===== src/rtl/dp_rr_scheduler_pkg.sv =====
// Shared types and constants for the round-robin datapath scheduler.
// Operand bit positions follow the datapath's A/B/C/D input order.
package dp_rr_scheduler_pkg;

  typedef enum logic [1:0] {
    ST_RUN   = 2'd0,
    ST_DRAIN = 2'd1,
    ST_HALT  = 2'd2
  } state_e;

  localparam int OPW  = 4;
  localparam int OP_A = 0;
  localparam int OP_B = 1;
  localparam int OP_C = 2;
  localparam int OP_D = 3;

  function automatic int id_width(input int n);
    if (n <= 2) begin
      return 1;
    end else begin
      return $clog2(n);
    end
  endfunction

endpackage


===== src/rtl/dp_rr_scheduler_rr_arbiter.sv =====
// Rotating-priority arbiter: searches from ptr upward with wrap and
// returns a one-hot grant plus the pointer that follows the winner.
module rr_arbiter
  import dp_rr_scheduler_pkg::*;
#(
  parameter int NUM_REQ = 4,
  localparam int IW = id_width(NUM_REQ)
) (
  input  logic [NUM_REQ-1:0] req,
  input  logic               enable,
  input  logic [IW-1:0]      ptr,
  output logic [NUM_REQ-1:0] grant,
  output logic [IW-1:0]      next_ptr
);

  logic [IW-1:0] idx;
  logic          found;
  logic          take;

  // First requester at or after ptr (cyclically) wins
  always_comb begin
    grant    = '0;
    next_ptr = ptr;
    found    = 1'b0;
    idx      = '0;
    take     = 1'b0;
    for (int k = 0; k < NUM_REQ; k++) begin
      idx  = IW'((int'(ptr) + k) % NUM_REQ);
      take = enable && !found && req[idx];
      grant[idx] = grant[idx] | take;
      if (take) begin
        next_ptr = (idx == IW'(NUM_REQ - 1)) ? '0 : idx + IW'(1);
      end else begin
        next_ptr = next_ptr;
      end
      found = found | take;
    end
  end

endmodule


===== src/rtl/dp_rr_scheduler.sv =====
// Round-robin front end for the shared A/B/C/D->Z datapath: issues one
// operand per cycle, tags it, and routes Z back to the owner; supports drain.
module dp_rr_scheduler
  import dp_rr_scheduler_pkg::*;
#(
  parameter int NUM_REQ = 4,
  parameter int LATENCY = 1
) (
  input  logic                          clk,
  input  logic                          rst,
  input  logic [NUM_REQ-1:0]            req_valid,
  input  logic [OPW*NUM_REQ-1:0]        req_data,
  output logic [NUM_REQ-1:0]            req_ready,
  output logic                          dp_a,
  output logic                          dp_b,
  output logic                          dp_c,
  output logic                          dp_d,
  input  logic                          dp_z,
  output logic                          rsp_valid,
  output logic [id_width(NUM_REQ)-1:0]  rsp_id,
  output logic                          rsp_z,
  input  logic                          drain_req,
  output logic                          halted
);

  localparam int IW = id_width(NUM_REQ);

  state_e             state_r;
  state_e             state_next_s;
  logic [IW-1:0]      ptr_r;
  logic [IW-1:0]      ptr_next_s;
  logic [NUM_REQ-1:0] grant_s;
  logic               grant_en_s;
  logic [IW-1:0]      win_id_s;
  logic [OPW-1:0]     win_op_s;
  logic [LATENCY:0]   tag_valid_r;
  logic [IW-1:0]      tag_id_r [LATENCY+1];

  // Drain request blocks grants in the very cycle it is seen
  assign grant_en_s = (state_r == ST_RUN) && !drain_req && !rst;

  rr_arbiter #(.NUM_REQ(NUM_REQ)) u_arb (
    .req      (req_valid),
    .enable   (grant_en_s),
    .ptr      (ptr_r),
    .grant    (grant_s),
    .next_ptr (ptr_next_s)
  );

  assign req_ready = grant_s;

  // Winner id and operand; grant is one-hot so OR-reduction selects it
  always_comb begin
    win_id_s = '0;
    win_op_s = '0;
    for (int i = 0; i < NUM_REQ; i++) begin
      win_id_s = win_id_s | ({IW{grant_s[i]}} & IW'(i));
      win_op_s = win_op_s | ({OPW{grant_s[i]}} & req_data[OPW*i +: OPW]);
    end
  end

  // Next-state logic for RUN/DRAIN/HALT
  always_comb begin
    state_next_s = state_r;
    case (state_r)
      ST_RUN: begin
        if (drain_req) state_next_s = ST_DRAIN;
        else           state_next_s = ST_RUN;
      end
      ST_DRAIN: begin
        if (tag_valid_r == '0) state_next_s = ST_HALT;
        else                   state_next_s = ST_DRAIN;
      end
      ST_HALT: begin
        if (!drain_req) state_next_s = ST_RUN;
        else            state_next_s = ST_HALT;
      end
      default: state_next_s = ST_RUN;
    endcase
  end

  // State, priority pointer and halted flag
  always_ff @(posedge clk or posedge rst) begin
    if (rst) begin
      state_r <= ST_RUN;
      ptr_r   <= '0;
      halted  <= 1'b0;
    end else begin
      state_r <= state_next_s;
      ptr_r   <= ptr_next_s;
      halted  <= (state_next_s == ST_HALT);
    end
  end

  // Issue register and tag pipeline aligned with the datapath latency
  always_ff @(posedge clk or posedge rst) begin
    if (rst) begin
      dp_a        <= 1'b0;
      dp_b        <= 1'b0;
      dp_c        <= 1'b0;
      dp_d        <= 1'b0;
      tag_valid_r <= '0;
      for (int k = 0; k <= LATENCY; k++) tag_id_r[k] <= '0;
    end else begin
      dp_a        <= win_op_s[OP_A];
      dp_b        <= win_op_s[OP_B];
      dp_c        <= win_op_s[OP_C];
      dp_d        <= win_op_s[OP_D];
      tag_valid_r <= {tag_valid_r[LATENCY-1:0], |grant_s};
      tag_id_r[0] <= win_id_s;
      for (int k = 1; k <= LATENCY; k++) tag_id_r[k] <= tag_id_r[k-1];
    end
  end

  // Response capture; id and z hold when no response is present
  always_ff @(posedge clk or posedge rst) begin
    if (rst) begin
      rsp_valid <= 1'b0;
      rsp_id    <= '0;
      rsp_z     <= 1'b0;
    end else if (tag_valid_r[LATENCY]) begin
      rsp_valid <= 1'b1;
      rsp_id    <= tag_id_r[LATENCY];
      rsp_z     <= dp_z;
    end else begin
      rsp_valid <= 1'b0;
    end
  end

endmodule


===== config.mk =====
export PLATFORM = sky130hd
export DESIGN_NAME = dp_rr_scheduler
export DESIGN_NICKNAME = d
export VERILOG_FILES = /design/src/rtl/dp_rr_scheduler_pkg.sv /design/src/rtl/dp_rr_scheduler_rr_arbiter.sv /design/src/rtl/dp_rr_scheduler.sv
export SDC_FILE = /design/constraint.sdc
export NUM_CORES = 1
export LEC_CHECK = 0
export ABC_CLOCK_PERIOD_IN_PS = 9500
export CORE_MARGIN = 1.5
export CORE_UTILIZATION = 55
export CTS_BUF_LIST = sky130_fd_sc_hd__clkbuf_16
export CTS_CLUSTER_DIAMETER = 100
export DETAILED_ROUTE_END_ITERATION = 7
export PLACE_DENSITY = 0.86
export SETUP_SLACK_MARGIN = 0.5
export SLEW_MARGIN = 20
export SYNTH_ARGS = -nofsm -noshare
export SYNTH_HDL_FRONTEND = slang
export SYNTH_SLANG_ARGS = --single-unit
export TNS_END_PERCENT = 1

===== constraint.sdc =====
create_clock -name clk -period 9.5 [get_ports clk]
set_input_delay 0.95 -clock clk [delete_from_list [all_inputs] [get_ports clk]]
set_output_delay 0.95 -clock clk [all_outputs]
set_load 0.005 [all_outputs]

# == Word level (Yosys, flattened, before mapping) ==
# Cells that the tools add are included.
# W data, S select, Z words.
# totals
regBits,19
latchBits,0
mem_bits_rw,0
mem_bits_ro,0
input_bits,24
out_inout_bits,13
word_cells,113
mem_count,0
# op_classes
add_sub_neg,7
n_mul,0
n_div,0
order_cmp,8
n_eq_ne,7
shifts,0
mux,40
bitwise_logic,16
reduce_logical,22
# op_table
cell,count
$and A4 B4 Y4,5
$mux W2,10
$bmux W1 S2,8
$mux W1,14
$logic_and A1 B1 Y1,13
$bwmux W4,3
$eq A2 B2 Y1 const B,6
$lt A2 B3 Y1 const B,4
$or A4 B4 Y4,3
$add A2 B1 Y2 const B,5
$demux W1 S2,4
$ge A2 B1 Y1 const B,4
$or A1 B1 Y1,6
$pmux W2 S3,1
$logic_not A1 Y1,5
$add A2 B2 Y2 const B,2
$logic_not A2 Y1,2
$reduce_bool A4 Y1,1
$reduce_or A4 Y1,1
$eq A2 B1 Y1 const B,1
$or A1 B2 Y2,1
$or A2 B2 Y2,1

# == Depth between registers and ports, before layout ==
# logic_depth
depth_word,22
ltp_mapped,13
ltp_nobuf,9

# == Hierarchy ==
# A second synthesis with hierarchy kept.
# hier_totals
hier_cells,151
area_unflattened_um2,1426.4
# modules_own_cells
mod,instances,cells_each,area_each_um2,seq_area_each_um2
rr_arbiter,1,105,774.5,0.0
dp_rr_scheduler,1,46,651.9,475.5

# == Least setup slack after synthesis ==
# No wires, ideal clock.
# synth_timing
path_kind,register to output
startpoint,register ptr_r[0]
endpoint,output port req_ready[2]
arrival_ns,3.175
required_ns,8.550
setup_slack_ns,5.375
path_stages_with_launch,14
n_path_buf,4
path_cell_list,dfrtp_1 > buf_6 > clkbuf_1 > inv_2 > ha_1 > buf_2 > mux4_2 > nand2b_1 > a211o_1 > nor3_4 > o221ai_4 > buf_6 > a31o_1 > inv_1
# synth_via
elab_chain_len,17
word_cells_on_any_way,59
cone_classes,add/sub (3); order compare (8); mux (27); bitwise (7); reduce/logical (14)
# synth_rtl
element,line_no,source
start: declaration,dp_rr_scheduler.sv:30,logic [IW-1:0] ptr_r;
start signal: assignment,dp_rr_scheduler.sv:90,ptr_r <= ptr_next_s;
$lt A2 B3 Y1 (not written as such) (tied with other cells),dp_rr_scheduler_rr_arbiter.sv:30,grant[idx] = grant[idx] | take;
$logic_and A1 B1 Y1 (not written as such) or $mux W1 (tied branches),"dp_rr_scheduler_rr_arbiter.sv:30, dp_rr_scheduler_rr_arbiter.sv:29",
$mux W1 (not written as such) or $logic_and A1 B1 Y1 (tied branches),"dp_rr_scheduler_rr_arbiter.sv:30, dp_rr_scheduler_rr_arbiter.sv:29",
$demux W1 S2 or $or A1 B1 Y1 (tied branches),n/a,
$and A4 B4 Y4 (no line),n/a,
$bmux W1 S2,dp_rr_scheduler_rr_arbiter.sv:30,
$mux W1 (not written as such),dp_rr_scheduler_rr_arbiter.sv:30,
$or A1 B1 Y1,dp_rr_scheduler_rr_arbiter.sv:30,
$bwmux W4,dp_rr_scheduler_rr_arbiter.sv:30,
$bmux W1 S2,dp_rr_scheduler_rr_arbiter.sv:30,
$mux W1 (not written as such),dp_rr_scheduler_rr_arbiter.sv:30,
$or A1 B1 Y1,dp_rr_scheduler_rr_arbiter.sv:30,
$bwmux W4,dp_rr_scheduler_rr_arbiter.sv:30,
$bmux W1 S2,dp_rr_scheduler_rr_arbiter.sv:30,
$mux W1 (not written as such),dp_rr_scheduler_rr_arbiter.sv:30,
$or A1 B1 Y1,dp_rr_scheduler_rr_arbiter.sv:30,
$bwmux W4 (*),dp_rr_scheduler_rr_arbiter.sv:30,
end: declaration,dp_rr_scheduler.sv:13,"output logic [NUM_REQ-1:0] req_ready,"
# Every way passes the cells marked *; elsewhere a longest branch is shown, timed or not. The select of a mux whose other input is x is not followed.

# == Final worst setup path ==
# layout_timing
startpoint,register ptr_r[0]
endpoint,output port req_ready[3]
# Same word-level chain as after synthesis.

==> flow_metrics.py <==
metrics = {
    "sta": {
        "fin_crit_sh_pct": 56.6,
        "finalSetupViolCount": 0,
        "fmax_mhz": 186,
        "fin_setup_tns_ns": 0,
        "skew_ns": 0.00172,
        "rsz0062_at_grt": "no",
        "final-max-slew-violation-count": 0,
        "hold_viol_final": 0,
        "tightest_slew_ns": 0.822,
        "slew_headroom_pct": 44.7,
        "period_needed_ns": 5.37,
    },
    "logic_synthesis": {
        "ys_warn_count": 0,
        "ys_async_sr_fraction_pct": 100,
        "synth_cell_types": 55,
        "syn_inst": 185,
        "synth_seq_area_share_pct": 27.9,
        "synth_edf_count": 0,
        "avgSynthCellArea_um2": 9.23,
        "yosys_most_used_dff": "dfrtp_1",
        "synth.net_count": 213,
        "synthesis.area_um2": 1710,
        "ys_ff_latch": 19,
    },
    "floorplanning": {
        "num_rows": 20,
        "io_pins": 37,
        "core-area_um2": 3000,
        "die_w_um": 58.7,
        "die-area_um2": 3450,
        "initial_core_util_pct": 56.8,
        "die_h_um": 58.7,
    },
    "cells_and_area": {
        "drive_gt1_share_pct": 12.3,
        "n_antenna_cell": 0,
        "finish.utilization_pct": 70.7,
        "nNetsFinal": 241,
        "fin_cells": 245,
        "syn_to_final_growth_pct": 24.3,
    },
    "hold_path": {
        "hold_class": "register to register",
    },
    "flow_run": {
        "max_cap_viol_count": 0,
    },
    "detailed_routing": {
        "antenna_left": 0,
        "drc_errors": 0,
        "firstDrtPassIters": 7,
        "vias": 1705,
        "drtIter0Drc": 227,
        "wirelength_um": 4470,
        "vias_per_cell": 6.96,
        "wl_per_cell_um": 18.2,
    },
    "clock_tree": {
        "hold_buffers": 0,
        "ctsResizeCount": 0,
        "htreeDepth": 1,
        "cts_tree": "yes",
        "ctsRootBufferMaster": "clkbuf_16",
        "cts_sinks": 19,
        "cts_inserted_buffers": 3,
        "post_cts_buffers": 0,
        "clk_pin_slew_worst_paths_ns": 0.05,
        "clk_path_buf_depth": 2,
        "insertion_delay_ns": 0.24,
    },
    "pwr": {
        "peakVddDrop_v": 0.000215,
        "power_density_nw_per_um2": 362,
        "leakagePower_nw": 0.843,
    },
    "grt": {
        "antenna_found_initial": 0,
        "grt_pass1_wl_um": 7230,
        "grt_overflow": 0,
        "grt_max_degree": 24,
        "track_usage_pct": 26.7,
        "grt_pass1_vias": 1560,
    },
    "placement": {
        "hpwlAfterDp_um": 3180,
        "place_inst": 241,
        "gp_congestion": 0.908,
        "placement.io_buffers": 36,
    },
    "critical_path": {
        "cp-end-kind": "output port",
        "worstSetupStartpointType": "register",
        "path_max_fanout": 23,
        "cp.arrival_ns": 4.42,
        "path_class": "register to output port",
        "cp.required_ns": 8.55,
    },
    "run_status": {
        "status": "finished, final reports clean",
    },
}
-- placed cells by master, fill, tap and decap left out, drive strengths merged, types with 2 or more instances in the layout --
master,instances
a31oi,3
nor3b,5
a22oi,4
a211o,4
nand3,5
a41o,2
nor4,2
nand3b,2
o21ai,14
clkdlybuf4s50,36
nor2,18
inv,17
o221ai,5
a222oi,5
mux4,6
nand2,8
nor3,6
o311ai,2
mux2i,2
dfrtp,19
ha,4
a32oi,3
a21oi,7
a211oi,6
mux2,6
clkbuf,3
-- routing by layer --
metal,wire length (um),up-vias,global-route usage (%)
met5,0,-,0
met4,78,0,6.82
met3,321,10,3.08
met2,2280,88,45.6
met1,1790,829,36.2
li1,-,778,-
-- power by group --
group | switching [mW] | internal, mW
Sequential | 0.0433 | 0.122
Clock | 0.0274 | 0.0563
Combinational | 0.280 | 0.240
Total | 0.350 | 0.418
-- flip-flops by register name, summed over array words and instances (netlist names) --
name / cells
rsp_id: 2
rsp_valid: 1
dp_d: 1
halted: 1
tag_valid_r: 2
tag_id_r: 4
state_r: 2
dp_b: 1
rsp_z: 1
dp_a: 1
ptr_r: 2
dp_c: 1
-- synth_stat cells (all sizes together), types with 4 or more instances --
cell / count / area share [%]
nand2: 8 / 1.8
dfrtp: 19 / 28
buf: 4 / 1.9
nand3: 5 / 1.5
nor3: 6 / 2.4
inv: 17 / 3.7
o221ai: 5 / 3.6
ha: 4 / 2.9
a21oi: 7 / 2.1
mux4: 6 / 7.9
a211oi: 6 / 2.9
a22oi: 4 / 2.1
nor2: 18 / 4.0
a211o: 4 / 2.1
mux2: 6 / 4.2
clkbuf: 9 / 2.0
nor3b: 5 / 2.2
a222oi: 5 / 2.9
o21ai: 14 / 4.1
-- worst paths after layout --
| check | start | end | slack, ns | depth (start not counted) |
|---|---|---|---|---|
| setup / recovery | ptr_r[0] | req_ready[3] | 4.13 | 10 |
| hold reg to reg | tag_id_r[3] | tag_id_r[1] | 0.35 | 0 |
| setup reg to reg | ptr_r[0] | dp_a | 5.39 | 9 |
| max in group asynchronous | rst | rsp_valid | 7.85 | 2 |
| hold / removal | tag_id_r[3] | tag_id_r[1] | 0.35 | 0 |
| min in group asynchronous | rst | tag_id_r[0] | 1.22 | 2 |
-- critical path, stage by stage, from the launching register on --
cell             delay (ns)
dfrtp_1                0.84
inv_2                  0.17
ha_1                   0.53
mux4_2                 0.63
mux2_4                 0.32
a31oi_1                0.34
a22oi_2                0.14
o221ai_4               0.41
and3_1                 0.26
nor2_1                 0.04
clkdlybuf4s50_1        0.47
-- per-stage QoR --
stage / cell area, um^2 / total power [mW] / worst slack, ns / hold slack, ns
6_report: 2120 / 0.768 / 4.13 / 0.346
5_1_grt: 2120 / 0.815 / 4.01 / 0.348
2_1_floorplan: 1710 / 0.536 / 5.38 / 0.331
4_1_cts: 2120 / 0.761 / 4.20 / 0.348
3_3_place_gp: 2040 / 0.661 / 4.54 / 0.335
3_5_place_dp: 2040 / 0.673 / 4.47 / 0.336
-- final cells by class --
type	count	area, um^2
Sequential cell	19	475
Inverter	17	63.8
Tap cell	33	41.3
Multi-Input combinational cell	136	1100
Timing Repair Buffer	36	360
Fill cell	243	881
Clock buffer	3	75.1
Clock inverter	1	5.00
-- kinds of logic (layout without fill, tap and decap cells) --
logic type | after synthesis | in the layout | share of synthesized area [%]
AO/OA/AOI/OAI | 65 | 65 | 31.1
AND/OR/NAND/NOR | 52 | 52 | 16.7
buffers and inverters | 30 | 57 | 7.62
flip-flops | 19 | 19 | 27.9
multiplexers | 14 | 14 | 13.3
adder cells (fa/ha/maj) | 4 | 4 | 2.93
XOR/XNOR | 1 | 1 | 0.513
Power figures use the tool's default switching activity.
